[src/rtl/imager_gen.sv]
// Synthetic image-sensor model: programmable frame/line timing with porches,
// multi-lane test patterns, snapshot triggering and an exported frame counter.
module imager_gen #(
    parameter int DATA_WIDTH     = 10,
    parameter int NUM_ROWS_WIDTH = 12,
    parameter int NUM_COLS_WIDTH = 12,
    parameter int LANES          = 2
) (
    input  logic                        clk,
    input  logic                        reset_n,
    input  logic                        enable,
    input  logic [2:0]                  mode,
    input  logic                        trigger_mode,
    input  logic                        trigger,
    input  logic [NUM_ROWS_WIDTH-1:0]   num_active_rows,
    input  logic [NUM_ROWS_WIDTH-1:0]   num_virtual_rows,
    input  logic [NUM_ROWS_WIDTH-1:0]   vblank_fp,
    input  logic [NUM_COLS_WIDTH-1:0]   num_active_cols,
    input  logic [NUM_COLS_WIDTH-1:0]   num_virtual_cols,
    input  logic [NUM_COLS_WIDTH-1:0]   hblank_fp,
    input  logic [31:0]                 noise_seed,
    output logic [LANES*DATA_WIDTH-1:0] dat,
    output logic                        fv,
    output logic                        lv,
    output logic [15:0]                 frame_count,
    output logic                        busy
);
    localparam int RW = NUM_ROWS_WIDTH + 1;
    localparam int CW = NUM_COLS_WIDTH + 1;
    localparam int XW = CW + 3;

    typedef enum logic [1:0] {
        ST_IDLE      = 2'd0,
        ST_RUN       = 2'd1,
        ST_WAIT_TRIG = 2'd2
    } state_t;

    state_t                      state_q, state_d;
    logic [RW-1:0]               row_q, row_d;
    logic [CW-1:0]               col_q, col_d;
    logic                        pending_q, pending_d;
    logic [15:0]                 frame_count_q, frame_count_d;
    logic [31:0]                 lfsr_q, lfsr_d;
    logic [LANES*DATA_WIDTH-1:0] dat_q, dat_d;
    logic                        fv_q, fv_d, lv_q, lv_d, busy_q, busy_d;

    logic [RW-1:0] total_rows_s, last_row_s, fv_end_s, y_s;
    logic [CW-1:0] total_cols_s, last_col_s, lv_end_s, b_s;
    logic [XW-1:0] x_s;
    logic [31:0]   step_s;
    logic          fv_wire_s, lv_wire_s, row_end_s, col_end_s, trig_req_s;

    function automatic logic [31:0] lfsr_step(input logic [31:0] s);
        return {s[30:0], ~(s[31] ^ s[21] ^ s[1] ^ s[0])};
    endfunction

    function automatic logic [DATA_WIDTH-1:0] pixel(
        input logic [2:0]    m,
        input logic [XW-1:0] x,
        input logic [RW-1:0] y,
        input logic [15:0]   fc,
        input logic [31:0]   noise
    );
        logic [DATA_WIDTH-1:0] p;
        case (m)
            3'd0:    p = DATA_WIDTH'(noise);
            3'd1:    p = DATA_WIDTH'(x);
            3'd2:    p = DATA_WIDTH'(y);
            3'd3:    p = DATA_WIDTH'(x) + DATA_WIDTH'(y);
            3'd4:    p = DATA_WIDTH'(fc);
            3'd5:    p = DATA_WIDTH'(fc) + DATA_WIDTH'(x) + DATA_WIDTH'(y);
            3'd6:    p = DATA_WIDTH'({1'b0, y[0], x[0]} + 3'd1) << (DATA_WIDTH - 3);
            3'd7:    p = (x[3] ^ y[3]) ? {DATA_WIDTH{1'b1}} : {DATA_WIDTH{1'b0}};
            default: p = {DATA_WIDTH{1'b0}};
        endcase
        return p;
    endfunction

    // Timing windows, per-lane pixel generation and noise LFSR advance
    always_comb begin
        total_rows_s = {1'b0, num_active_rows} + {1'b0, num_virtual_rows};
        total_cols_s = {1'b0, num_active_cols} + {1'b0, num_virtual_cols};
        last_row_s   = (total_rows_s == {RW{1'b0}}) ? {RW{1'b0}} : total_rows_s - RW'(1'b1);
        last_col_s   = (total_cols_s == {CW{1'b0}}) ? {CW{1'b0}} : total_cols_s - CW'(1'b1);
        // >= rather than == so a mid-frame shrink of the totals still wraps
        row_end_s    = (row_q >= last_row_s);
        col_end_s    = (col_q >= last_col_s);
        fv_end_s     = {1'b0, vblank_fp} + {1'b0, num_active_rows};
        lv_end_s     = {1'b0, hblank_fp} + {1'b0, num_active_cols};
        fv_wire_s    = (state_q == ST_RUN) && (row_q >= {1'b0, vblank_fp}) && (row_q < fv_end_s);
        lv_wire_s    = fv_wire_s && (col_q >= {1'b0, hblank_fp}) && (col_q < lv_end_s);
        y_s          = row_q - {1'b0, vblank_fp};
        b_s          = col_q - {1'b0, hblank_fp};

        step_s = lfsr_q;
        x_s    = {XW{1'b0}};
        dat_d  = {(LANES*DATA_WIDTH){1'b0}};
        for (int k = 0; k < LANES; k++) begin
            step_s = lfsr_step(step_s);
            x_s    = XW'(b_s) * XW'(LANES) + XW'(k);
            if (lv_wire_s && enable) begin
                dat_d[k*DATA_WIDTH +: DATA_WIDTH] = pixel(mode, x_s, y_s, frame_count_q, step_s);
            end else begin
                dat_d[k*DATA_WIDTH +: DATA_WIDTH] = {DATA_WIDTH{1'b0}};
            end
        end
        fv_d = enable && fv_wire_s;
        lv_d = enable && lv_wire_s;

        if (!fv_wire_s && (noise_seed != 32'd0)) begin
            lfsr_d = noise_seed;
        end else if (lv_wire_s) begin
            lfsr_d = step_s;
        end else begin
            lfsr_d = lfsr_q;
        end
    end

    // Frame sequencing: counters, trigger handling and frame counting
    always_comb begin
        state_d       = state_q;
        row_d         = row_q;
        col_d         = col_q;
        pending_d     = pending_q;
        frame_count_d = frame_count_q;
        trig_req_s    = trigger && trigger_mode;
        if (!enable) begin
            state_d   = ST_IDLE;
            row_d     = {RW{1'b0}};
            col_d     = {CW{1'b0}};
            pending_d = 1'b0;
        end else begin
            case (state_q)
                ST_IDLE: begin
                    state_d = trigger_mode ? ST_WAIT_TRIG : ST_RUN;
                end
                ST_RUN: begin
                    pending_d = pending_q || trig_req_s;
                    if (col_end_s) begin
                        col_d = {CW{1'b0}};
                        if (row_end_s) begin
                            row_d         = {RW{1'b0}};
                            frame_count_d = frame_count_q + 16'd1;
                            // A trigger landing on the very last beat also chains the next frame
                            if (pending_q || trig_req_s) begin
                                pending_d = 1'b0;
                                state_d   = ST_RUN;
                            end else if (trigger_mode) begin
                                state_d = ST_WAIT_TRIG;
                            end else begin
                                state_d = ST_RUN;
                            end
                        end else begin
                            row_d = row_q + RW'(1'b1);
                        end
                    end else begin
                        col_d = col_q + CW'(1'b1);
                    end
                end
                ST_WAIT_TRIG: begin
                    row_d     = {RW{1'b0}};
                    col_d     = {CW{1'b0}};
                    pending_d = 1'b0;
                    state_d   = (trigger || !trigger_mode) ? ST_RUN : ST_WAIT_TRIG;
                end
                default: begin
                    state_d   = ST_IDLE;
                    row_d     = {RW{1'b0}};
                    col_d     = {CW{1'b0}};
                    pending_d = 1'b0;
                end
            endcase
        end
        busy_d = (state_d == ST_RUN);
    end

    // State and registered outputs
    always_ff @(posedge clk or negedge reset_n) begin
        if (!reset_n) begin
            state_q       <= ST_IDLE;
            row_q         <= {RW{1'b0}};
            col_q         <= {CW{1'b0}};
            pending_q     <= 1'b0;
            frame_count_q <= 16'd0;
            lfsr_q        <= 32'd1;
            dat_q         <= {(LANES*DATA_WIDTH){1'b0}};
            fv_q          <= 1'b0;
            lv_q          <= 1'b0;
            busy_q        <= 1'b0;
        end else begin
            state_q       <= state_d;
            row_q         <= row_d;
            col_q         <= col_d;
            pending_q     <= pending_d;
            frame_count_q <= frame_count_d;
            lfsr_q        <= lfsr_d;
            dat_q         <= dat_d;
            fv_q          <= fv_d;
            lv_q          <= lv_d;
            busy_q        <= busy_d;
        end
    end

    assign dat         = dat_q;
    assign fv          = fv_q;
    assign lv          = lv_q;
    assign frame_count = frame_count_q;
    assign busy        = busy_q;

endmodule

[config.mk]
export PLATFORM = sky130hd
export DESIGN_NAME = imager_gen
export DESIGN_NICKNAME = d
export VERILOG_FILES = /design/src/rtl/imager_gen.sv
export SDC_FILE = /design/constraint.sdc
export NUM_CORES = 1
export LEC_CHECK = 0
export CORE_MARGIN = 2
export CORE_UTILIZATION = 35
export CTS_CLUSTER_SIZE = 12
export DETAILED_ROUTE_END_ITERATION = 10
export HOLD_SLACK_MARGIN = 0.05
export PLACE_DENSITY_LB_ADDON = 0.25
export SLEW_MARGIN = 20
export SYNTH_ARGS = -nofsm -noshare
export SYNTH_HDL_FRONTEND = slang
export SYNTH_SLANG_ARGS = --single-unit
export TNS_END_PERCENT = 5
[constraint.sdc]
create_clock -name clk -period 12.9 [get_ports clk]
set_input_delay 1.29 -clock clk [delete_from_list [all_inputs] [get_ports clk]]
set_output_delay 1.29 -clock clk [all_outputs]
set_load 0.03 [all_outputs]
==> results.txt <==
status = completed
Ports = 151
initial antenna violation count = 1
Int Power = 0.6654 mW
combinational share of power = 43.0%
pwr/cell area = 81.65 nW/µm²
switch share = 37.70%
post-CTS setup buffers = 0
Die Span X = 180.5 µm
max_slew headroom = 28.44%
Post-CTS Hold Fix Bufs = 0
Mapped Cells = 1307
crit path DAT = 7130 ps
core area = 30670 µm²
Least-Margin Pin Slew = 1070 ps
Placer Congestion = 0.9103
Die ar. = 32590 µm²
first-pass GRT wire length = 48.98 mm
Tcrit/Tclk final = 52.97%
DRT Pass-1 Iters = 6
Hold Path End = frame_count[15]
Post-CTS Resized = 0
synth warn = 0
clk_lat worst skew = 370 ps
fmax = 0.1463 GHz
DRT antenna net count = 0
Synthesized Nets = 1585
max cap viols = 0
# DRC = 0
maximum fanout along the worst path = 11
Post-synth ARST share = 100.0%
CTS tree = done
htree depth = 3
part of the power in registers = 30.7%
via count = 9720
Detail Placement HPWL = 24.35 mm
Crit. End Element = register
drt wl/cell = 16.21 µm
worst reg2reg endpoint = dat[9]
post-synth cell types = 68
Sink Count = 100
Fillers = 3087
Setup crit start kind = input port
final net count = 1711
share of cells above drive strength 1 = 3.408%
setup TNS = 0 ps
clock power share = 26.3%
RSZ-0062 raised after global routing = false
worst hold start = frame_count[15]
Min Hold Slack = 476.7 ps
Layout area overhead = 19.94%
CTS Buffer Depth = 2
Avg Synthesized Cell Area = 8.345 µm²
detailed-route wire length = 29.73 mm
Hold Path Depth = 1
Worst VDD drop = 0.06400 mV
WP data required = 13190 ps
Core Rows = 64
sw power = 0.4026 mW
Synth Flop Type = dfrtp_1
worst setup path category = in -> reg
Synth Register Bits = 100
Die H = 180.5 µm
GRT Total Usage = 18.24%
Via-to-Cell Ratio = 5.300
Static Leak = 6.197 nW
Final Hold Vio Count = 0
Clk pin slew, worst setup/hold paths = 70 ps
number of synthesized flops with an enable pin = 0
number of DRC markers in iteration 0 = 521
number of port buffers = 150
skew final = 13.90 ps
min-delay worst type = reg -> reg
Starting Density = 35.56%
total power draw = 1.068 mW
max-slew violations = 0
post-synthesis sequential area ratio = 22.96%
FF-to-FF Start = row_q[0]
diode count = 0
Setup violations, final = 0
number of global-route vias before repair = 9606
length in cells of the worst reg-to-reg path = 20
Netlist Area Pre-Place = 10910 µm²
flop2flop setup slack = 8000 ps
largest net degree at the start of global routing = 59
clock root buffer = clkbuf_16
grt total ovfl = 0
post-layout minimum cycle time = 6833 ps
clock buffer count from CTS = 9
worst max-delay path: stages:
cell	delay, ps
clkdlybuf4s50_1	580
inv_1	100
fa_1	470
nor2b_1	170
o21a_1	130
nor2_1	40
xnor2_1	160
or3_4	430
nor4_4	300
nand3_2	160
nor4_2	640
nor2_1	100
ha_1	290
nand2b_1	90
a21o_1	110
a21o_1	100
a211o_1	120
a21oi_1	130
a211oi_1	690
nand3_1	500
nor4_1	360
xnor2_1	150
sequential cells by signal (all words and copies together), names as in the netlist:
| name | count |
|---|---|
| state_q | 2 |
| col_q | 13 |
| frame_count | 16 |
| dat | 20 |
| fv | 1 |
| lv | 1 |
| pending_q | 1 |
| busy | 1 |
| row_q | 13 |
| lfsr_q | 32 |
worst max path at each step:
stage	endpoint	slack, ps	start
6_report	frame_count[4]	6070	num_active_cols[1]
5_1_grt	frame_count[11]	5370	num_active_cols[1]
4_1_cts	frame_count[4]	6080	num_active_cols[1]
3_5_place_dp	frame_count[4]	5720	num_active_cols[1]
3_3_place_gp	frame_count[4]	5780	num_active_cols[1]
2_1_floorplan	row_q[0]	7160	num_active_cols[0]
power by group through the flow:
stage / registers [mW] / logic, mW / clock network, mW
final: 0.328 / 0.459 / 0.281
after global routing: 0.329 / 0.517 / 0.300
after CTS: 0.328 / 0.459 / 0.288
after detailed placement: 0.334 / 0.456 / 0
after global placement: 0.334 / 0.450 / 0
after floorplan: 0.331 / 0.324 / 0
final cells by class:
class	instances	area, µm²	area share, %
inverters	106	397.9	3.042
well taps	396	495.5	3.788
clock buffers	10	239.0	1.827
clock inverters	6	65.06	0.4974
flip-flops and latches	100	2504	19.14
repair buffers	155	1536	11.75
multi-input cells	1061	7844	59.96
synth_stat cells (all sizes together) (10+ instances only):
library cell  instances  area share [%]
nand2                83             2.9
nand4                27             1.5
a21o                 41             2.8
xnor2                71             5.7
fa                   18             3.3
nor2                106             3.7
a22oi                16             1.1
nor2b                15            0.93
and3                 13            0.75
mux2i                25             2.3
nand3                30             1.4
ha                  148              17
a21oi                81             3.7
dfrtp                99              23
xor2                 60             4.8
inv                 106             3.6
a211oi               21             1.5
o21a                 19             1.3
clkbuf               30             1.0
buf                  10            0.49
nor3                 40             1.8
nand2b               26             1.5
o211ai               11            0.76
nor4                 14             1.0
o31ai                10            0.69
o21ai                85             3.9
o22ai                13            0.75
layout by cell type, fill, tap and decap left out, drive strengths merged, types with 4 or more instances in the layout:
| master | count |
|---|---|
| clkdlybuf4s50 | 149 |
| ha | 148 |
| inv | 109 |
| nor2 | 106 |
| dfrtp | 99 |
| o21ai | 85 |
| nand2 | 83 |
| a21oi | 81 |
| xnor2 | 71 |
| xor2 | 60 |
| a21o | 41 |
| nor3 | 40 |
| nand3 | 30 |
| nand4 | 27 |
| nand2b | 26 |
| mux2i | 25 |
| a211oi | 21 |
| o21a | 19 |
| fa | 18 |
| a22oi | 16 |
| nor2b | 15 |
| nor4 | 14 |
| and3 | 13 |
| o22ai | 13 |
| o211ai | 11 |
| o31ai | 10 |
| clkbuf | 10 |
| a31oi | 9 |
| o21bai | 9 |
| or3 | 9 |
| or2 | 8 |
| buf | 6 |
| o31a | 5 |
| a221oi | 5 |
| a31o | 4 |
| o41ai | 4 |
| o311ai | 4 |
per-stage QoR:
step	worst slack, ps	instance area (µm²)	util, %	instances
6_report	6067	13080	42.65	1834
5_1_grt	5372	13080	42.65	1834
4_1_cts	6084	13080	42.65	1834
3_5_place_dp	5716	12780	41.66	1818
3_3_place_gp	5784	12780	41.66	1818
2_1_floorplan	7158	10910	-	1307
cells by family (layout without fill, tap and decap cells):
logic type | after synthesis | after routing | share of synthesized area [%]
AND/OR/NAND/NOR | 382 | 382 | 17.28
XOR/XNOR | 132 | 132 | 10.74
flip-flops | 100 | 100 | 22.96
multiplexers | 26 | 26 | 2.398
buffers and inverters | 146 | 277 | 5.174
AO/OA/AOI/OAI | 355 | 355 | 21.18
adder cells (fa/ha/maj) | 166 | 166 | 20.28
metal layers:
| layer | global-route usage, % | up-vias | part of all wire, % |
|---|---|---|---|
| met2 | 30.84 | 186 | 47 |
| met4 | 3.129 | 2 | 1.1 |
| met5 | 0 | - | 0.044 |
| met3 | 2.870 | 22 | 3.8 |
| li1 | - | 4943 | - |
| met1 | 24.87 | 4567 | 48 |
(Power assumes the default switching activity.)
